--- src/rtl/spi_master_ctrl.sv ---
// spi_master_ctrl: host-side transaction sequencer for the SPI-slave/RAM pair.
// Serialises byte write/read requests into two SS_n/MOSI frames, captures MISO.
`timescale 1ns/1ps
module spi_master_ctrl #(
    parameter int IDLE_GAP = 2,
    parameter int RD_GAP   = 2
) (
    input  logic       clk,
    input  logic       rst_n,
    input  logic       req_valid,
    output logic       req_ready,
    input  logic       req_op,
    input  logic [7:0] req_addr,
    input  logic [7:0] req_wdata,
    output logic       rsp_valid,
    output logic       rsp_op,
    output logic [7:0] rsp_rdata,
    output logic       SS_n,
    output logic       MOSI,
    input  logic       MISO
);

    localparam logic [2:0] S_IDLE  = 3'd0;
    localparam logic [2:0] S_SHIFT = 3'd1;
    localparam logic [2:0] S_GAP   = 3'd2;
    localparam logic [2:0] S_WAIT  = 3'd3;
    localparam logic [2:0] S_CAP   = 3'd4;
    localparam logic [2:0] S_DONE  = 3'd5;

    localparam logic [3:0] SH_LD  = 4'd10;
    localparam logic [3:0] CAP_LD = 4'd7;
    localparam logic [3:0] GAP_LD = 4'(IDLE_GAP - 1);
    localparam logic [3:0] RD_LD  = 4'((RD_GAP > 0) ? RD_GAP - 1 : 0);

    logic [2:0] r_state;
    logic [3:0] r_cnt;
    logic       r_op;
    logic [7:0] r_wdata;
    logic       r_frame2;
    logic [9:0] r_sh;
    logic [6:0] r_cap;
    logic       r_ss_n;
    logic       r_mosi;
    logic       r_rsp_valid;
    logic       r_rsp_op;
    logic [7:0] r_rsp_rdata;
    logic [9:0] w_f2_word;

    // Second frame: cmd 01 carries write data, cmd 11 carries zero payload
    assign w_f2_word = {r_op, 1'b1, (r_op ? 8'h00 : r_wdata)};

    // Sequencer: state, shared down-counter, serial lines and response
    always_ff @(posedge clk or negedge rst_n) begin
        if (!rst_n) begin
            r_state     <= S_IDLE;
            r_cnt       <= '0;
            r_op        <= 1'b0;
            r_wdata     <= '0;
            r_frame2    <= 1'b0;
            r_sh        <= '0;
            r_cap       <= '0;
            r_ss_n      <= 1'b1;
            r_mosi      <= 1'b0;
            r_rsp_valid <= 1'b0;
            r_rsp_op    <= 1'b0;
            r_rsp_rdata <= '0;
        end else begin
            case (r_state)
                S_IDLE: begin
                    if (req_valid) begin
                        r_op     <= req_op;
                        r_wdata  <= req_wdata;
                        r_frame2 <= 1'b0;
                        r_sh     <= {req_op, 1'b0, req_addr};
                        r_mosi   <= req_op;
                        r_ss_n   <= 1'b0;
                        r_cnt    <= SH_LD;
                        r_state  <= S_SHIFT;
                    end
                end
                S_SHIFT: begin
                    if (r_cnt != 4'd0) begin
                        r_mosi <= r_sh[9];
                        r_sh   <= {r_sh[8:0], 1'b0};
                        r_cnt  <= r_cnt - 4'd1;
                    end else if (!r_frame2) begin
                        r_ss_n  <= 1'b1;
                        r_mosi  <= 1'b0;
                        r_cnt   <= GAP_LD;
                        r_state <= S_GAP;
                    end else if (r_op) begin
                        r_mosi <= 1'b0;
                        if (RD_GAP == 0) begin
                            r_cnt   <= CAP_LD;
                            r_state <= S_CAP;
                        end else begin
                            r_cnt   <= RD_LD;
                            r_state <= S_WAIT;
                        end
                    end else begin
                        r_ss_n      <= 1'b1;
                        r_mosi      <= 1'b0;
                        r_rsp_valid <= 1'b1;
                        r_rsp_op    <= 1'b0;
                        r_state     <= S_DONE;
                    end
                end
                S_GAP: begin
                    if (r_cnt != 4'd0) begin
                        r_cnt <= r_cnt - 4'd1;
                    end else begin
                        r_frame2 <= 1'b1;
                        r_sh     <= w_f2_word;
                        r_mosi   <= r_op;
                        r_ss_n   <= 1'b0;
                        r_cnt    <= SH_LD;
                        r_state  <= S_SHIFT;
                    end
                end
                S_WAIT: begin
                    if (r_cnt != 4'd0) begin
                        r_cnt <= r_cnt - 4'd1;
                    end else begin
                        r_cnt   <= CAP_LD;
                        r_state <= S_CAP;
                    end
                end
                S_CAP: begin
                    r_cap <= {r_cap[5:0], MISO};
                    if (r_cnt != 4'd0) begin
                        r_cnt <= r_cnt - 4'd1;
                    end else begin
                        r_rsp_rdata <= {r_cap, MISO};
                        r_ss_n      <= 1'b1;
                        r_rsp_valid <= 1'b1;
                        r_rsp_op    <= 1'b1;
                        r_state     <= S_DONE;
                    end
                end
                S_DONE: begin
                    r_rsp_valid <= 1'b0;
                    r_state     <= S_IDLE;
                end
                default: begin
                    r_ss_n      <= 1'b1;
                    r_mosi      <= 1'b0;
                    r_rsp_valid <= 1'b0;
                    r_state     <= S_IDLE;
                end
            endcase
        end
    end

    assign req_ready = (r_state == S_IDLE);
    assign rsp_valid = r_rsp_valid;
    assign rsp_op    = r_rsp_op;
    assign rsp_rdata = r_rsp_rdata;
    assign SS_n      = r_ss_n;
    assign MOSI      = r_mosi;

endmodule

--- config.mk ---
export PLATFORM = sky130hd
export DESIGN_NAME = spi_master_ctrl
export DESIGN_NICKNAME = d
export VERILOG_FILES = /design/src/rtl/spi_master_ctrl.sv
export SDC_FILE = /design/constraint.sdc
export NUM_CORES = 1
export LEC_CHECK = 0
export ABC_AREA = 1
export BUFFER_PORTS_ARGS = -buffer_cell sky130_fd_sc_hd__buf_2
export CAP_MARGIN = 20
export CELL_PAD_IN_SITES_DETAIL_PLACEMENT = 0
export CELL_PAD_IN_SITES_GLOBAL_PLACEMENT = 1
export CORE_MARGIN = 2
export CORE_UTILIZATION = 46
export CTS_BUF_LIST = sky130_fd_sc_hd__clkbuf_8
export DETAILED_ROUTE_END_ITERATION = 12
export PLACE_DENSITY_LB_ADDON = 0.15
export SLEW_MARGIN = 20
export SYNTH_ARGS = -nofsm -noshare
export SYNTH_HDL_FRONTEND = slang
export SYNTH_SLANG_ARGS = --single-unit
--- constraint.sdc ---
create_clock -name clk -period 3.7 [get_ports clk]
set_input_delay 0.185 -clock clk [delete_from_list [all_inputs] [get_ports clk]]
set_output_delay 0.185 -clock clk [all_outputs]
set_load 0.02 [all_outputs]
Word level (Yosys, flattened, before mapping). Index checks and enable logic that the tools add are counted.

Register bits after elaboration: 46. Bits of input ports: 21. Output and inout port bits: 13. Word-level logic and storage cells: 92.

Add/subtract/negate cells: 1. Eq/ne operators: 16. Multiplexer cells: 40. Bitwise operators: 4. Reduce and logical (&&, ||, !) cells: 19.

Operator list (number): 10-bit 2-to-1 mux (3); 10-bit case mux with 3 select lines (1); 4-bit 2-to-1 mux (7); 3-bit 2-to-1 mux (7); 4-bit case mux with 5 select lines (1); 2-bit != test, second input constant (9); 3-bit case mux with 5 select lines (1); 5-bit AND reduction (3); 1-bit 2-to-1 mux (14); 8-bit 2-to-1 mux (1); 4-bit AND reduction (2); 3-bit by 2-bit equality test with 1-bit output, second input constant (2); 3-bit equality test, second input constant (2); 3-bit AND reduction (2); 6-bit AND reduction (1); 3-bit OR reduction (2); 1-bit case mux with 5 select lines (1); 5-bit nonzero test (1); 4-bit != test, second input constant (1); 1-bit inverter (4); 1-bit case mux with 2 select lines (2); 1-bit case mux with 4 select lines (1); 2-bit AND reduction (2); 2-bit nonzero test (2); 8 further kinds (8).

Logic depth before layout (Yosys ltp). Gate-level depths: netlist of run 1.

Depth after elaboration: 4. Gate-level depth with buffers: 10. Gate-level depth less buffers: 9.

Worst setup path before layout of run 1. No wires, ideal clock.

Path type: register to register. Start: register r_cnt[0]. End: register r_sh[1]. Arrival: 1.360 ns. Data required time: 3.584 ns. Setup slack: 2.223 ns. Cell stages (with the launch flop): 11. Buffers on the path: 2. Clock period less this slack: 1.477 ns. Path through: dfrtp_1 -> inv_1 -> ha_1 -> nand2_1 -> buf_2 -> nor2_1 -> nor2_1 -> nand3_2 -> buf_2 -> nand2_1 -> nand2_1.

Cells in the longest elaborated chain, start to end: 3.

RTL lines: start, declared (line 36) `logic [3:0] r_cnt;`; start signal, assigned (line 85) `r_cnt <= r_cnt - 4'd1;`; start signal, assigned (line 110) `r_cnt <= r_cnt - 4'd1;`; start signal, assigned (line 122) `r_cnt <= r_cnt - 4'd1;`; 4-bit nonzero test * (line 82, 109); 2-bit != test (no source line); 4-bit AND reduction (no source line) *; end signal, assigned (line 74) `r_sh <= {req_op, 1'b0, req_addr};`; end signal, assigned (line 84) `r_sh <= {r_sh[8:0], 1'b0};`; end signal, assigned (line 113) `r_sh <= w_f2_word;`; end, declared (line 40) `logic [9:0] r_sh;`.

Every way passes the cells marked *; elsewhere a longest branch is shown, timed or not. A chain may end at the register's enable or synchronous reset.

Final worst setup path of run 1.
Start: register r_cnt[0]. End: register r_cnt[1].

Cells in the longest elaborated chain, start to end: 3.

RTL lines: 4-bit by 1-bit subtractor with 4-bit output or 4-bit nonzero test (tied branches); 4-bit 2-to-1 mux (tied with other cells) (line 130) `if (r_cnt != 4'd0) begin`; 4-bit case mux with 5 select lines or 4-bit AND reduction (tied branches).

Parallel ways exist; a longest one is shown, timed or not. The select of a mux whose other input is x is not followed.

==> results of run 1 <==
==> flip-flops by register name (all words and copies together), names as in the netlist <==
name	count
r_cnt	4
MOSI	1
r_frame2	1
rsp_op	1
r_sh	10
r_op	1
r_state	3
r_cap	7
r_wdata	8
rsp_rdata	8
SS_n	1
rsp_valid	1
==> power groups by stage <==
stage	clock network [µW]	logic [µW]	registers [µW]
after detailed placement	0	1090	883
after CTS	390	1090	874
final	377	1080	874
after floorplan	0	819	893
after global routing	405	1260	905
after global placement	0	1080	878
==> placed cells by master (no fill, tap or decap), drive strengths merged <==
master / netlist / layout
inv: 23 / 24
xnor2: 1 / 1
clkinv: 0 / 1
clkbuf: 1 / 5
ha: 2 / 2
nor2: 18 / 18
nand4: 1 / 1
dfstp: 1 / 1
nand3: 21 / 21
mux2: 10 / 10
o21bai: 1 / 1
dlygate4sd3: 0 / 1
dfrtp: 45 / 45
a21oi: 3 / 3
nand2: 136 / 136
buf: 6 / 33
nand3b: 1 / 1
bufinv: 0 / 1
o21ai: 24 / 24
==> cells by family after synthesis <==
| logic type | Yosys count | synth area share [%] |
|---|---|---|
| flops | 46 | 50.0 |
| xor+xnor | 1 | 0.380 |
| buf+inv | 30 | 5.32 |
| mux | 10 | 4.89 |
| compound gates | 28 | 6.19 |
| fa+ha+maj | 2 | 1.09 |
| simple gates | 177 | 32.1 |
==> worst max-delay path, cell delays in order (launching register included) <==
cell and delay (ns):
dfrtp_1 0.38, inv_1 0.10, ha_1 0.20, nand2_1 0.28
inv_1 0.16, nand2_2 0.29, nand3_1 0.17, nor2_2 0.19
nand2_1 0.07, nand2_1 0.06
==> layer usage <==
| metal | GRT usage [%] | vias to the layer above | share of wire [%] |
|---|---|---|---|
| li1 | - | 994 | - |
| met1 | 28.3 | 854 | 48 |
| met2 | 28.1 | 49 | 45 |
| met3 | 4.28 | 9 | 4.7 |
| met4 | 8.53 | 0 | 1.7 |
| met5 | 0 | - | 0 |
==> worst paths after layout <==
path / startpoint / endpoint / depth (start not counted)
min reg2reg: SS_n$_DFFE_PN1P_ / SS_n$_DFFE_PN1P_ / 2
min: req_wdata[0] / r_wdata[0]$_DFFE_PN0P_ / 2
min in group asynchronous: rst_n / r_cnt[0]$_DFFE_PN0P_ / 2
max in group asynchronous: rst_n / r_sh[8]$_DFFE_PN0P_ / 2
max reg2reg: r_cnt[0]$_DFFE_PN0P_ / r_cnt[1]$_DFFE_PN0P_ / 9
max: r_cnt[0]$_DFFE_PN0P_ / r_cnt[1]$_DFFE_PN0P_ / 9
==> final cells by class <==
| cell class | instances | area, µm² | share of cell area (%) |
|---|---|---|---|
| Clock buffer | 5 | 68.8 | 2.61 |
| Clock inverter | 3 | 43.8 | 1.66 |
| Inverter | 23 | 86.3 | 3.27 |
| Multi-Input combinational cell | 218 | 1030 | 38.9 |
| Sequential cell | 46 | 1150 | 43.6 |
| Tap cell | 67 | 83.8 | 3.17 |
| Timing Repair Buffer | 34 | 178 | 6.73 |
==> timing repair <==
action                                  CTS  global route
endpoints found under the setup margin    0             0
hold endpoints to repair                  0            45
hold buffers                              0             1
==> metrics by stage <==
step                setup WS, ns  cell area [µm²]  cells  utilization (%)
finish                      1.75             2640    396             55.2
global route                1.50             2640    396             55.2
CTS                         1.73             2630    395             54.9
detailed placement          1.74             2520    387             52.6
global placement            1.77             2520    387             52.6
floorplan                   2.22             2300    294                -
==> summary.txt, run 1 <==
Yosys
  • Post-synthesis sequential area ratio: 50.0%
  • Count of warnings emitted by yosys: 0
  • Number of enable-type register cells in the synthesized netlist: 0
  • Syn_nets: 317
  • Cell type contributing the most total cell area after synthesis: dfrtp_1
  • Synthesized area: 0.00230 mm²
  • Dominant cells by area after synthesis: dfrtp_1, nand2_1, o21ai_0
  • Cells after synthesis: 294
  • Most frequent cells after synthesis: nand2_1, dfrtp_1, o21ai_0
  • Synthesized flop and latch total: 46
  • Count of distinct cell types in the synthesized netlist: 23
  • Top cell type's share of synthesized area: 48.9%
  • Average size of a mapped cell: 7.83 µm²
  • Ys async rst share: 100%
  • Prevailing post-synth register cell: dfrtp_1
  • Most numerous cell in the Yosys netlist: nand2_1

GRT
  • Aggregate global-route resource usage: 19.5%
  • Antenna violations before repair: 0
  • Total global routing overflow: 0
  • Global-route wire length before repair: 8.23 mm
  • Vias in the first global route: 1778
  • Largest net degree at the start of global routing: 47

Critical path
  • Nature of the critical path startpoint: flip-flop
  • Register-to-register setup slack: 1.75 ns
  • Maximum fanout encountered on the critical timing path: 19
  • Required time reported for the critical path endpoint: 3.95 ns
  • CP Data Arrival Time: 2.20 ns
  • Critical setup path kind: reg -> reg
  • Kind of end point of the critical path: flip-flop

Cells and area
  • Layout overhead on the synthesized area: 14.7%
  • Count of filler cells inserted in the layout: 487
  • Antenna Cells: 0
  • Layout cell share with drive strength beyond 1: 20.1%
  • Nets: 351

Die
  • Core region area: 0.00479 mm²
  • Die Ht: 74.8 µm
  • Count of boundary I/O pins: 34
  • Count of standard-cell rows: 25
  • Floorplan die width: 74.8 µm
  • Initial core utilization: 48.1%
  • Die Footprint: 0.00559 mm²

Power
  • Switch Pwr: 1010 µW
  • Power per standard cell area: 882 mW/mm²
  • Switching Share: 43.5%
  • Fraction of power consumed by sequential logic: 37.5%
  • Total chip power: 2330 µW
  • Logic gate share of total power: 46.3%
  • Internal power contribution: 1320 µW
  • Leakage dissipation: 0.00144 µW
  • Clk pwr share: 16.2%
  • Maximum ir drop on the vdd rail: 0.344 mV

Detailed routing
  • DRC violation count after routing: 0
  • DRT iter0 DRCs: 126
  • Average via count per standard cell: 4.81
  • Average detailed-routed wire length per instance: 11.9 µm
  • Final antenna-violating net count: 0
  • Total Wirelength: 4.72 mm
  • Iteration count of the initial detailed-routing pass: 4
  • Via total after detailed routing: 1906

Clocking
  • Clock transition at the registers of the reported paths: 0.09 ns
  • # resized after CTS: 0
  • CTS Buf Count: 5
  • Insertion delay of the later-clocked pin in the worst-skew pair: 0.30 ns
  • Count of clock tree sinks: 46
  • Count of H-tree levels built during CTS: 2
  • Root cell of the clock tree: clkbuf_8
  • Buffers inserted during post-CTS setup optimization: 0
  • Maximum buffer depth of the clock tree: 2
  • Clock tree from TritonCTS: done

Timing
  • Portion of the clock cycle consumed by the worst path in the final layout: 52.7%
  • Endpoints failing hold: 0
  • WHS: 0.109 ns
  • Clock Skew: 0.00711 ns
  • Unrepaired setup endpoints after global routing: no
  • Minimum clock period after layout: 1.95 ns
  • Final setup violating endpoints: 0
  • Highest clock rate: 0.513 GHz
  • Post-Route Setup TNS: 0 ns
  • Count of final max-slew check failures: 0
  • Max-Slew Margin vs Limit: 58.9%
  • Transition at the pin with the smallest max-transition slack: 0.610 ns

Placed design
  • Routability cong.: 0.917
  • HPWL after detailed placement: 3.39 mm
  • Count of buffers from port buffering: 33

Worst hold path
  • Kind of path behind the tightest hold check: in -> reg

Flow run
  • Maxcap violations: 0

Outcome
  • Run status: finished clean
No activity file was read; power rests on OpenSTA's default activity.
==> run 2: changes to the inputs <==
Settings changed: CORE_UTILIZATION 46 to 43.
Clock period 3.7 ns to 1.8 ns, I/O delays scaled along.
==> run 2 against run 1 <==
Compared with the run above: register-to-register slack worse by 1.6 ns; sequential power up 110%; via count is 4.1% higher; utilization fell by 1.7 points; design area rose by 4.1%; die area up 6.6%; highest routed layer unchanged.
==> summary.txt, run 2 (synthesis results as in run 1) <==
Outcome
  • Run status: finished clean

Clocking
  • Post-cts hold buffer count: 1 (+1)
  • Clock tree from TritonCTS: done
  • CTS Buf Count: 5 (unchanged)
  • Clock transition at the registers of the reported paths: 0.09 ns (about the same)
  • Count of clock tree sinks: 46 (unchanged)
  • Count of H-tree levels built during CTS: 2 (unchanged)
  • Buffers inserted during post-CTS setup optimization: 0 (unchanged)
  • Root cell of the clock tree: clkbuf_8
  • Insertion delay of the later-clocked pin in the worst-skew pair: 0.30 ns (about the same)
  • # resized after CTS: 0 (unchanged)
  • Maximum buffer depth of the clock tree: 2 (unchanged)

Detailed routing
  • DRC violation count after routing: 0 (unchanged)
  • Total Wirelength: 4.97 mm (+5.3%)
  • Average via count per standard cell: 4.84 (+0.54%)
  • Via total after detailed routing: 1984 (+4.1%)
  • Final antenna-violating net count: 0 (unchanged)
  • Iteration count of the initial detailed-routing pass: 4 (unchanged)
  • Average detailed-routed wire length per instance: 12.1 µm (+1.7%)
  • DRT iter0 DRCs: 80 (-37%)

GRT
  • Largest net degree at the start of global routing: 47 (unchanged)
  • Met3 track demand over resource in global routing: 3.41% (-0.87 points)
  • Most Used Layer, Global Route: met2
  • Aggregate global-route resource usage: 18.4% (-1.1 points)
  • Met2 Track Usage GR: 28.1% (-0.035 points)
  • Global-route wire length before repair: 8.76 mm (+6.5%)
  • Antenna violations before repair: 0 (unchanged)
  • Vias in the first global route: 1900 (+6.9%)
  • Total global routing overflow: 0 (unchanged)
  • Met1 Resource Use GR: 25.8% (-2.5 points)

Timing
  • Clock Skew: 0.00791 ns (+0.000801 ns)
  • Endpoints failing hold: 0 (unchanged)
  • Unrepaired setup endpoints after global routing: no
  • Final setup violating endpoints: 0 (unchanged)
  • Highest clock rate: 0.624 GHz (+22%)
  • Transition at the pin with the smallest max-transition slack: 0.608 ns (-0.00278 ns)
  • Post-Route Setup TNS: 0 ns (unchanged)
  • WHS: 0.0157 ns (-0.0937 ns)
  • Portion of the clock cycle consumed by the worst path in the final layout: 89.0% (+36 points)
  • Max-Slew Margin vs Limit: 59.5% (+0.62 points)
  • Minimum clock period after layout: 1.60 ns (-0.349 ns)
  • Count of final max-slew check failures: 0 (unchanged)

Cells and area
  • Antenna Cells: 0 (unchanged)
  • Max FFs per register: 10 (unchanged)
  • Finished layout cell area: 0.00275 mm² (+4.1%)
  • Register bank with the most flops: r_sh
  • Layout overhead on the synthesized area: 19.4%
  • Count of filler cells inserted in the layout: 541 (+11%)
  • Layout cell share with drive strength beyond 1: 22.6% (+2.6 points)
  • Most used cells in the layout excluding fill and tap cells: nand2_1, dfrtp_1, buf_2
  • Storage cell area: 0.00115 mm² (unchanged)
  • Leading cell type in the layout, fill and taps excluded: nand2_1
  • Nets: 362 (+3.1%)
  • Area used by multi-input combinational logic: 0.00103 mm² (unchanged)

Power
  • Switching Share: 41.8% (-1.6 points)
  • Switch Pwr: 2130 µW (+110%)
  • Internal power contribution: 2960 µW (+130%)
  • Logic gate share of total power: 46.6% (+0.3 points)
  • Leakage dissipation: 0.00150 µW (+4.2%)
  • Power per standard cell area: 1850 mW/mm² (+110%)
  • Clk pwr share: 18.1% (+1.9 points)
  • Fraction of power consumed by sequential logic: 35.3% (-2.2 points)
  • Maximum ir drop on the vdd rail: 0.689 mV (+100%)

Die
  • Floorplan die width: 77.2 µm (+3.2%)
  • Count of boundary I/O pins: 34 (unchanged)
  • Count of standard-cell rows: 26 (+4.0%)
  • Die Footprint: 0.00596 mm² (+6.6%)
  • Die Ht: 77.2 µm (+3.2%)
  • Initial core utilization: 44.8% (-3.3 points)
  • Core region area: 0.00514 mm² (+7.4%)

Flow run
  • Maxcap violations: 0 (unchanged)

Placed design
  • Routability cong.: 0.863 (-5.9%)
  • Count of buffers from port buffering: 33 (unchanged)
  • HPWL after detailed placement: 3.57 mm (+5.2%)
  • Cell area reported after detailed placement: 0.00260 mm² (+3.4%)

Critical path
  • Required time reported for the critical path endpoint: 1.99 ns (-1.96 ns)
  • Worst reg2reg path startpoint: r_cnt[0]$_DFFE_PN0P_
  • CP Capture Point: r_sh[8]$_DFFE_PN0P_
  • RR Endpoint: r_sh[8]$_DFFE_PN0P_
  • Worst reg-to-reg path cell count: 8 (-1)
  • Startpoint of the most critical setup path: r_cnt[0]$_DFFE_PN0P_
  • Critical setup path kind: reg -> reg
  • CP Data Arrival Time: 1.79 ns (-0.41 ns)
  • Register-to-register setup slack: 0.20 ns (-1.55 ns)
  • Kind of end point of the critical path: flip-flop
  • Maximum fanout encountered on the critical timing path: 6 (-13)
  • Nature of the critical path startpoint: flip-flop

Worst hold path
  • Kind of path behind the tightest hold check: in -> reg
==> run 2: cell count changes in the layout (fill, tap and decap cells not counted), sizes merged <==
| cell | delta |
|---|---|
| bufinv | +1 |
| inv | -1 |
| buf | +11 |
==> run 2: worst min-delay path by stage <==
stage / start / end / slack, ns / depth (start not counted)
finish: req_wdata[1] / r_wdata[1]$_DFFE_PN0P_ / 0.02 / 2
global route: req_wdata[1] / r_wdata[1]$_DFFE_PN0P_ / 0.01 / 2
CTS: req_wdata[1] / r_wdata[1]$_DFFE_PN0P_ / 0.001 / 2
detailed placement: rst_n / r_state[0]$_DFFE_PN0P_ / 0.23 / 2
global placement: rst_n / r_state[0]$_DFFE_PN0P_ / 0.23 / 2
floorplan: rst_n / MOSI$_DFFE_PN0P_ / -0.21 / 0
==> run 2: layer usage <==
layer	vias up	wire length, µm
li1	1012	-
met1	920	2450
met2	43	2230
met3	9	193
met4	0	90
met5	-	0
==> run 2: metrics by stage <==
stage	util, %	power (µW)	std cells	setup WS [ns]
CTS	53.5	5160	410	0.191
detailed placement	50.6	4200	401	0.210
global route	53.5	5600	410	0.0132
floorplan	-	3520	294	0.323
finish	53.5	5100	410	0.198
global placement	50.6	4190	401	0.240
==> run 2: power by group through the flow <==
stage / combinational [µW] / clock, µW / sequential, µW
2_1_floorplan: 1680 / 0 / 1830
3_3_place_gp: 2380 / 0 / 1810
3_5_place_dp: 2390 / 0 / 1820
4_1_cts: 2400 / 954 / 1800
5_1_grt: 2740 / 988 / 1870
6_report: 2370 / 923 / 1800
==> run 2: critical path, stage by stage (launching register included) <==
cell and delay, ns:
dfrtp_1 0.41, inv_1 0.14, ha_1 0.16, nand2_1 0.12
nand2_1 0.18, nand3_2 0.17, buf_4 0.19, nand2_1 0.05
o21ai_1 0.06
==> run 2: layout make-up <==
cell class | count | share of cell area [%]
multi-input combinational | 218 | 37.4
sequential | 46 | 41.9
timing repair buffer | 45 | 9.37
tap | 70 | 3.18
inverter | 23 | 3.14
clock inverter | 3 | 2.50
clock buffer | 5 | 2.50
==> run 3: changes to the inputs <==
Settings changed: ABC_AREA 1 to not set, CORE_UTILIZATION 43 to 46.
Clock period 1.8 ns to 1.6 ns, I/O delays scaled along.
==> run 3 against run 2 <==
Compared with the run above: sequential power increased by 5%; critical endpoint unchanged; synthesized cell count decreased by 16%; the flow now finishes with violations (negative setup slack); critical path depth decreased by 2; clock skew up 0.0037 ns.
==> summary.txt, run 3 <==
Clocking
  • Clock tree from TritonCTS: done
  • Count of clock tree sinks: 46 (unchanged)
  • Insertion delay of the later-clocked pin in the worst-skew pair: 0.31 ns (about the same)
  • Clock transition at the registers of the reported paths: 0.09 ns (about the same)
  • CTS Buf Count: 5 (unchanged)
  • Maximum buffer depth of the clock tree: 2 (unchanged)
  • Root cell of the clock tree: clkbuf_8
  • Count of H-tree levels built during CTS: 2 (unchanged)

Die
  • Die Footprint: 0.00594 mm² (-0.36%)
  • Floorplan die width: 77.1 µm (-0.18%)
  • Initial core utilization: 47.8% (+2.9 points)
  • Core region area: 0.00514 mm² (unchanged)
  • Die Ht: 77.1 µm (-0.18%)
  • Count of boundary I/O pins: 34 (unchanged)
  • Count of standard-cell rows: 26 (unchanged)

Cells and area
  • Antenna Cells: 0 (unchanged)
  • Nets: 342 (-5.5%)
  • Register bank with the most flops: r_sh
  • Most used cells in the layout excluding fill and tap cells: dfrtp_1, buf_4, nand2_1, buf_2, nor2_1
  • Layout cell share with drive strength beyond 1: 43.4% (+21 points)
  • Count of filler cells inserted in the layout: 451 (-17%)
  • Leading cell type in the layout, fill and taps excluded: dfrtp_1
  • Count of placed standard cells in the final layout, fillers left out: 390 (-4.9%)
  • Layout overhead on the synthesized area: 36.6%
  • Max FFs per register: 10 (unchanged)

Power
  • Leakage dissipation: 0.00155 µW (+3.2%)
  • Maximum ir drop on the vdd rail: 0.931 mV (+35%)
  • Power per standard cell area: 1930 mW/mm² (+4.2%)
  • Total chip power: 6480 µW (+27%)

Yosys
  • Synthesized area: 0.00245 mm² (+6.6%)
  • Count of warnings emitted by yosys: 0 (unchanged)
  • Syn_nets: 271 (-15%)
  • Most frequent cells after synthesis: dfrtp_1, nand2_1, nor2_1
  • Dominant cells by area after synthesis: dfrtp_1, mux2_2, nand2_1
  • Post-synthesis sequential area ratio: 46.9% (-3.1 points)
  • Ys async rst share: 100% (unchanged)
  • Top cell type's share of synthesized area: 45.9% (-3.0 points)
  • Cells after synthesis: 248 (-16%)
  • Number of enable-type register cells in the synthesized netlist: 0 (unchanged)
  • Average size of a mapped cell: 9.90 µm² (+26%)
  • Most numerous cell in the Yosys netlist: dfrtp_1
  • Prevailing post-synth register cell: dfrtp_1
  • Synthesized flop and latch total: 46 (unchanged)
  • Count of distinct cell types in the synthesized netlist: 51 (+120%)
  • Cell type contributing the most total cell area after synthesis: dfrtp_1

Critical path
  • Worst reg2reg path startpoint: r_cnt[1]$_DFFE_PN0P_
  • RR Endpoint: r_sh[8]$_DFFE_PN0P_
  • Startpoint of the most critical setup path: r_cnt[1]$_DFFE_PN0P_
  • Cell Chain, Critical Path: inv_2 -> ha_4 -> or3b_4 -> a2111oi_4 -> buf_4 -> mux2_4
  • Critical setup path kind: reg -> reg
  • CP Data Arrival Time: 2.11 ns (+0.32 ns)
  • Required time reported for the critical path endpoint: 1.79 ns (-0.20 ns)
  • Nature of the critical path startpoint: flip-flop
  • Worst reg-to-reg path cell count: 6 (-2)
  • Register-to-register setup slack: -0.32 ns (-0.52 ns)
  • Instance count on the critical path: 6 (-2)
  • Critical path's slowest cell: dfrtp_1
  • Buffers & Inverters on Critical Path: 2 (unchanged)
  • Maximum fanout encountered on the critical timing path: 5 (-1)
  • Kind of end point of the critical path: flip-flop
  • Crit path largest cell delay: 0.40 ns (about the same)
  • CP Capture Point: r_sh[8]$_DFFE_PN0P_
  • Crit-path leading delay family: flip-flops

Placed design
  • HPWL after detailed placement: 4.41 mm (+24%)
  • Count of buffers from port buffering: 33 (unchanged)
  • Total placed cells including tap cells: 370 (-7.7%)
  • Routability cong.: 0.854 (-1.0%)

Timing
  • Portion of the clock cycle consumed by the worst path in the final layout: 120% (+31 points)
  • Max-Slew Margin vs Limit: 60.4% (+0.86 points)
  • Slack of the critical path: -0.325 ns (-0.523 ns)
  • Final setup violating endpoints: 18 (+18)
  • Endpoints failing hold: 0 (unchanged)
  • Highest clock rate: 0.520 GHz (-17%)
  • Minimum clock period after layout: 1.92 ns (+0.323 ns)
  • Unrepaired setup endpoints after global routing: yes
  • Clock Skew: 0.0116 ns (+0.00372 ns)
  • Count of final max-slew check failures: 0 (unchanged)
  • Transition at the pin with the smallest max-transition slack: 0.592 ns (-0.0161 ns)

Worst hold path
  • Launch point of the worst hold path: req_wdata[3]
  • Kind of path behind the tightest hold check: in -> reg

Detailed routing
  • DRC violation count after routing: 0 (unchanged)
  • Average detailed-routed wire length per instance: 16.9 µm (+40%)
  • Total Wirelength: 6.60 mm (+33%)
  • Average via count per standard cell: 5.68 (+17%)
  • Final antenna-violating net count: 0 (unchanged)
  • Iteration count of the initial detailed-routing pass: 6 (+2)
  • Via total after detailed routing: 2214 (+12%)
  • DRT iter0 DRCs: 215 (+170%)

GRT
  • Antenna violations before repair: 0 (unchanged)
  • Aggregate global-route resource usage: 23.2% (+4.8 points)
  • Total global routing overflow: 0 (unchanged)
  • Largest net degree at the start of global routing: 47 (unchanged)
  • Vias in the first global route: 2228 (+17%)
  • Global-route wire length before repair: 10.9 mm (+24%)

Outcome
  • Violated checks: negative setup slack
  • Run status: finished with violations

Flow run
  • Maxcap violations: 0 (unchanged)
==> run 3: how the worst min path moves through the flow <==
stage	to	cells after the start
finish	r_wdata[3]$_DFFE_PN0P_	2
detailed placement	rsp_rdata[5]$_DFFE_PN0N_	2
floorplan	MOSI$_DFFE_PN0P_	0
global route	r_wdata[6]$_DFFE_PN0P_	2
global placement	rsp_rdata[5]$_DFFE_PN0N_	2
CTS	r_wdata[5]$_DFFE_PN0P_	2
==> run 3: through the flow <==
stage / hold WS [ns] / instance area [µm²] / TNS (ns) / worst slack (ns) / util (%)
global placement: 0.200 / 2950 / -4.91 / -0.347 / 57.4
finish: 0.0105 / 3350 / -4.39 / -0.325 / 65.3
detailed placement: 0.206 / 2950 / -5.41 / -0.390 / 57.4
floorplan: -0.216 / 2510 / -6.18 / -0.471 / -
CTS: 0.00394 / 3220 / -4.56 / -0.348 / 62.6
global route: 0.00456 / 3350 / -6.05 / -0.379 / 65.3
==> run 3: kinds of logic after synthesis <==
group | count (synthesis) | synth area share [%]
simple gates | 81 | 15.5
compound gates | 73 | 21.9
flops | 46 | 46.9
buf+inv | 24 | 4.64
mux | 21 | 9.63
fa+ha+maj | 2 | 1.02
xor+xnor | 1 | 0.357
==> run 3: timing repair <==
action                                  in CTS  in global routing
gates resized for setup                     21                 21
buffers inserted                             3                  4
pin swaps                                    9                  5
gates cloned                                 0                  2
hold buffers                                 3                  1
endpoints found under the hold margin       47                  1
endpoints found under the setup margin      36                 42
==> run 3: power by group <==
part	total [µW]	switching, µW	leakage (µW)	internal (µW)
Combinational	3520	1760	0.000908	1760
Sequential	1890	303	0.000571	1580
Clock	1070	404	0.0000714	666
Total	6480	2460	0.00155	4010
==> run 3: metal layers <==
metal / vias to the layer above / share of wire [%] / GRT usage (%)
li1: 1058 / - / -
met1: 1084 / 47 / 31.9
met2: 59 / 47 / 36.1
met3: 13 / 4.8 / 5.53
met4: 0 / 1.4 / 8.04
met5: - / 0 / 0
==> run 3: layout make-up <==
type	instances	area (µm²)	area share [%]
Sequential cell	46	1150	34.4
Clock buffer	6	82.6	2.46
Inverter	7	26.3	0.783
Tap cell	70	87.6	2.61
Timing Repair Buffer	80	569	17.0
Clock inverter	2	60.1	1.79
Multi-Input combinational cell	179	1380	41.0
